**src/rtl/axi_burst_writer.sv**
```systemverilog
// Stream-to-AXI4 burst writer: splits a word-count transfer into INCR bursts.
// Define AXI_BURST_WRITER_ERR_EN to enable the sticky bresp error flag.
module axi_burst_writer #(
  parameter int G_ID_WIDTH  = 1,
  parameter int G_MAX_BURST = 16,
  parameter int G_CNT_WIDTH = 16
) (
  input  logic                   s_aclk,
  input  logic                   s_areset,
  input  logic                   cmd_start,
  input  logic [31:0]            cmd_addr,
  input  logic [G_CNT_WIDTH-1:0] cmd_len,
  output logic                   busy,
  output logic                   done,
  output logic                   err,
  input  logic [31:0]            in_data,
  input  logic                   in_valid,
  output logic                   in_ready,
  output logic [G_ID_WIDTH-1:0]  m_axi_awid,
  output logic [31:0]            m_axi_awaddr,
  output logic [7:0]             m_axi_awlen,
  output logic [2:0]             m_axi_awsize,
  output logic [1:0]             m_axi_awburst,
  output logic                   m_axi_awvalid,
  input  logic                   m_axi_awready,
  output logic [31:0]            m_axi_wdata,
  output logic [3:0]             m_axi_wstrb,
  output logic                   m_axi_wlast,
  output logic                   m_axi_wvalid,
  input  logic                   m_axi_wready,
  input  logic [1:0]             m_axi_bresp,
  input  logic                   m_axi_bvalid,
  output logic                   m_axi_bready
);

  typedef enum logic [2:0] {
    S_IDLE,
    S_AW,
    S_W,
    S_B,
    S_DONE
  } state_t;

  state_t                 r_state;
  logic [31:0]            r_addr;
  logic [G_CNT_WIDTH-1:0] r_rem;
  logic [7:0]             r_awlen;
  logic [8:0]             r_wcnt;

  logic [8:0]             w_cur_beats;
  logic [31:0]            w_next_addr;
  logic [G_CNT_WIDTH-1:0] w_next_rem;
  logic [8:0]             w_next_beats;
  logic [8:0]             w_start_beats;
  logic                   w_unused;

  // Words to the next 4 KB page, capped by burst limit and remaining count.
  function automatic logic [8:0] f_beats(
    input logic [9:0]             aw,
    input logic [G_CNT_WIDTH-1:0] rem
  );
    int v_lim;
    v_lim = 1024 - int'(aw);
    if (v_lim > G_MAX_BURST) v_lim = G_MAX_BURST;
    if (int'(rem) < v_lim) v_lim = int'(rem);
    return 9'(v_lim);
  endfunction

  assign w_cur_beats   = {1'b0, r_awlen} + 9'd1;
  assign w_next_addr   = r_addr + {21'd0, w_cur_beats, 2'b00};
  assign w_next_rem    = r_rem - G_CNT_WIDTH'(w_cur_beats);
  assign w_next_beats  = f_beats(w_next_addr[11:2], w_next_rem);
  assign w_start_beats = f_beats(cmd_addr[11:2], cmd_len);

  always_ff @(posedge s_aclk) begin
    if (s_areset) begin
      r_state <= S_IDLE;
      r_addr  <= '0;
      r_rem   <= '0;
      r_awlen <= '0;
      r_wcnt  <= '0;
    end else begin
      unique case (r_state)
        S_IDLE: begin
          if (cmd_start) begin
            if (cmd_len == '0) begin
              r_state <= S_DONE;
            end else begin
              r_addr  <= {cmd_addr[31:2], 2'b00};
              r_rem   <= cmd_len;
              r_awlen <= 8'(w_start_beats - 9'd1);
              r_state <= S_AW;
            end
          end
        end
        S_AW: begin
          if (m_axi_awready) begin
            r_wcnt  <= w_cur_beats;
            r_state <= S_W;
          end
        end
        S_W: begin
          if (in_valid && m_axi_wready) begin
            r_wcnt <= r_wcnt - 9'd1;
            if (r_wcnt == 9'd1) r_state <= S_B;
          end
        end
        S_B: begin
          if (m_axi_bvalid) begin
            r_addr <= w_next_addr;
            r_rem  <= w_next_rem;
            if (w_next_rem != '0) begin
              r_awlen <= 8'(w_next_beats - 9'd1);
              r_state <= S_AW;
            end else begin
              r_state <= S_DONE;
            end
          end
        end
        S_DONE:  r_state <= S_IDLE;
        default: r_state <= S_IDLE;
      endcase
    end
  end

`ifdef AXI_BURST_WRITER_ERR_EN
  logic r_err;

  always_ff @(posedge s_aclk) begin
    if (s_areset) begin
      r_err <= 1'b0;
    end else if (r_state == S_IDLE && cmd_start) begin
      r_err <= 1'b0;
    end else if (r_state == S_B && m_axi_bvalid &&
                 m_axi_bresp != 2'b00) begin
      r_err <= 1'b1;
    end
  end

  assign err      = r_err;
  assign w_unused = ^cmd_addr[1:0];
`else
  assign err      = 1'b0;
  assign w_unused = ^{m_axi_bresp, cmd_addr[1:0]};
`endif

  assign busy          = (r_state != S_IDLE);
  assign done          = (r_state == S_DONE);
  assign in_ready      = (r_state == S_W) && m_axi_wready;
  assign m_axi_awid    = '0;
  assign m_axi_awaddr  = r_addr;
  assign m_axi_awlen   = r_awlen;
  assign m_axi_awsize  = 3'b010;
  assign m_axi_awburst = 2'b01;
  assign m_axi_awvalid = (r_state == S_AW);
  assign m_axi_wdata   = in_data;
  assign m_axi_wstrb   = 4'hF;
  assign m_axi_wvalid  = (r_state == S_W) && in_valid;
  assign m_axi_wlast   = (r_state == S_W) && (r_wcnt == 9'd1);
  assign m_axi_bready  = (r_state == S_B);

endmodule

```
**config.mk**
```make
export PLATFORM = sky130hd
export DESIGN_NAME = axi_burst_writer
export DESIGN_NICKNAME = d
export VERILOG_FILES = /design/src/rtl/axi_burst_writer.sv
export SDC_FILE = /design/constraint.sdc
export NUM_CORES = 1
export LEC_CHECK = 0
export ABC_AREA = 1
export BUFFER_PORTS_ARGS = -buffer_cell sky130_fd_sc_hd__buf_2
export CELL_PAD_IN_SITES_DETAIL_PLACEMENT = 1
export CELL_PAD_IN_SITES_GLOBAL_PLACEMENT = 2
export CORE_ASPECT_RATIO = 0.9
export CORE_MARGIN = 2
export CORE_UTILIZATION = 28
export CTS_CLUSTER_DIAMETER = 30
export DETAILED_ROUTE_END_ITERATION = 6
export PLACE_DENSITY_LB_ADDON = 0.25
export RECOVER_POWER = 100
export SLEW_MARGIN = 0
export SYNTH_ARGS = -nofsm -noshare
export SYNTH_HDL_FRONTEND = slang
export SYNTH_SLANG_ARGS = --single-unit
```
**constraint.sdc**
```tcl
create_clock -name s_aclk -period 5.3 [get_ports s_aclk]
set_input_delay 0.795 -clock s_aclk [delete_from_list [all_inputs] [get_ports s_aclk]]
set_output_delay 0.795 -clock s_aclk [all_outputs]
set_load 0.02 [all_outputs]
```
==> qor.yml <==
clock_network:
  cts.path.max_buffers: 2
  path_clk_slew_ps: 60
  clk_latency_ps: 350
  cts_tree: "done"
  cts_sinks: 66
  cts_buffers: 9
  htree_levels: 3
  cts_setup_buffers: 0
  cts_root_buf: "clkbuf_16"
synthesis:
  ys_warn_count: 0
  ys_seq_area_frac: 0.206
  synth-seq-cells: 66
  synth-xor-area-share: 0.0518
  netlist_instances: 1020
  yosysUniqueCellTypes: 46
  syn_area_per_cell_um2: 6.27
  ys_async_sr_fraction: 0
  synthSimpleGateAreaFrac: 0.317
  synth-edff-count: 0
  synth.mux.area_fraction: 0
  synthAdderAreaFrac: 0.0942
  synth_top_family_by_area: "simple AND/OR/NAND/NOR gates"
  synth_ff_type: "dfxtp_1"
  synth_compound_area_frac: 0.179
  netlist_area_um2: 6400
power:
  comb_power_share: 0.681
  ir_drop_uv: 198
  swShare: 0.549
  p_leak_nw: 3.35
  p_int_w: 0.00233
  p_per_area_nw_per_um2: 710
  switchingPower_w: 0.00284
  seq_power_share: 0.179
  clockPowerShare: 0.140
sta:
  max_slew_margin: -0.713
  fin_skew_ps: 7.41
  hold_violations: 0
  rsz0062_at_grt: "no"
  worst_slew_pin_slew_ps: 2570
  setup_viol: 0
  slew_violations: 56
  fmax_mhz: 208
  fin_crit_ps: 4800
  timing.final.crit_share: 0.906
  finalSetupTns_ps: 0
finish:
  drive_gt1_frac: 0.124
  diodes: 0
  syn_to_final_growth_pct: 13.6
  final_cells: 1389
  fillCellCount: 2990
  final_cell_area_um2: 7270
  fin_nets: 1223
floorplan:
  rows: 52
  core_um2: 22400
  ios: 179
  die_y_um: 147
  die_area_um2: 24100
  initial_core_util: 0.285
  die_w_um: 163
global_route:
  grt_use_met2: 0.297
  grt_pass1_vias: 6611
  busiest_layer: "met2"
  overflow: 0
  antenna_found_initial: 0
  grt_pass1_wl_um: 35300
  grt.met1_usage: 0.263
  grt_use_met3: 0.0258
  grt_use_total: 0.185
  grt_max_degree: 64
detailed_routing:
  viasPerCell: 4.74
  first_pass_iters: 4
  num_vias: 6580
  wl_per_cell_um: 15.6
  route.antenna.remaining_nets: 0
  wirelength_um: 21700
  drtIter0Drc: 207
  drc: 0
outcome:
  violations: "max-capacitance violations, max-slew violations"
  outcome: "finished, violations left"
critical_path:
  cp.required_ps: 5550
  path_max_fanout: 7
  startpoint: "m_axi_awlen[0]"
  critPathLaunchType: "register"
  rr_worst_depth: 41
  cp-endpoint: "m_axi_awlen[6]"
  arrival_ps: 5050
  cpMostUsedCell: "nand2_1"
  reg2reg_to: "m_axi_awlen[6]"
  cpPeakStageDelay_ps: 420
  rr_startpoint: "m_axi_awlen[0]"
  critPathCaptureType: "register"
  reg2reg_slack_ps: 500
  path_class: "reg -> reg"
  cp_slowest_cell: "ha_1"
worst_hold_path:
  min_path_type: "reg -> reg"
placed_design:
  placed_cell_area_um2: 6980
  routabilityCongestion: 0.812
  numPortBuffers: 97
  place_inst: 1373
  detailed_place_hpwl_um: 16800
run:
  cap_violations: 1
==> final cells by class <==
type,instances,area (um^2),share of cell area
multi-input cells,767,4230,0.581
inverters,135,507,0.0697
clock inverters,7,118,0.0162
flip-flops and latches,66,1330,0.182
clock buffers,9,225,0.0310
repair buffers,108,498,0.0685
well taps,297,372,0.0511
==> synthesized netlist by cell type (all sizes together), types with 4 or more instances <==
master,instances,area share
a211oi,6,0.0070
a21oi,94,0.076
a221oi,5,0.0068
a31oi,9,0.0088
buf,54,0.059
clkbuf,21,0.012
clkinv,4,0.0023
dfxtp,66,0.21
ha,45,0.088
inv,131,0.077
nand2,231,0.14
nand3,72,0.061
nand4,13,0.013
nor2,97,0.063
nor3,21,0.017
nor4,8,0.0078
o211ai,10,0.012
o21ai,71,0.056
or2,8,0.0078
xnor2,5,0.0068
xor2,32,0.045
==> per-stage QoR <==
stage / power (W) / hold WS, ps / utilization / worst slack (ps)
after floorplan: 0.00356 / 433 / - / 1100
after global placement: 0.00448 / 453 / 0.311 / 368
after detailed placement: 0.00451 / 459 / 0.311 / 316
after CTS: 0.00526 / 468 / 0.326 / 293
after global routing: 0.00579 / 510 / 0.324 / 7.49
final: 0.00516 / 469 / 0.324 / 500
==> sequential cells by signal (all words and copies together) (netlist names) <==
signal        flops
r_wcnt            9
m_axi_awaddr     30
r_rem            16
r_state           3
m_axi_awlen       8
==> per-layer routing <==
metal / vias up / wire (um) / part of all wire
met5: - / 0 / 0
met4: 0 / 220 / 0.010
met3: 13 / 666 / 0.031
met2: 95 / 9560 / 0.44
met1: 3057 / 11300 / 0.52
li1: 3415 / - / -
==> timing repair <==
item                                    in CTS  in global routing
hold buffers                                 0                  0
endpoints found under the setup margin       0                  5
resized for setup                            0                 10
==> worst max-delay path, delay by kind of cell (launching register included) <==
| family | cells | cell delay [ps] |
|---|---|---|
| adders and majority gates | 4 | 1070 |
| and+or+nand+nor | 29 | 2750 |
| AOI/OAI and AO/OA | 1 | 60 |
| DFF | 1 | 340 |
| buffers and inverters | 7 | 500 |
==> placed cells by master (no fill, tap or decap), types with 25 or more instances in the layout <==
| cell | n |
|---|---|
| nand3_1 | 66 |
| a21oi_1 | 88 |
| o21ai_0 | 68 |
| dfxtp_1 | 63 |
| nand2_1 | 214 |
| xor2_1 | 29 |
| nor2_1 | 88 |
| buf_2 | 53 |
| conb_1 | 25 |
| clkbuf_1 | 48 |
| ha_1 | 45 |
| inv_1 | 126 |
==> power by group through the flow <==
stage               logic (W)  clock network [W]  registers (W)
detailed placement    0.00358                  0       0.000930
finish                0.00352           0.000723       0.000925
global placement      0.00355                  0       0.000932
CTS                   0.00360           0.000744       0.000922
global route          0.00407           0.000759       0.000964
floorplan             0.00253                  0        0.00103
==> worst min path at each step <==
stage	startpoint	to	slack, ps	cells past startpoint
after floorplan	r_rem[0]	r_rem[0]	430	2
after global placement	r_rem[0]	r_rem[0]	450	2
after detailed placement	r_rem[0]	r_rem[0]	460	2
after CTS	r_rem[0]	r_rem[0]	470	2
after global routing	r_rem[0]	r_rem[0]	510	2
final	r_rem[0]	r_rem[0]	470	2
==> cell families (layout without fill, tap and decap cells) <==
| logic type | count (synthesis) | in the layout |
|---|---|---|
| other | 2 | 25 |
| flip-flops | 66 | 66 |
| AO/OA/AOI/OAI | 205 | 205 |
| AND/OR/NAND/NOR | 453 | 453 |
| XOR/XNOR | 37 | 37 |
| buffers and inverters | 210 | 259 |
| adder cells (fa/ha/maj) | 47 | 47 |
Note: power is estimated with default switching activity, not from simulation.
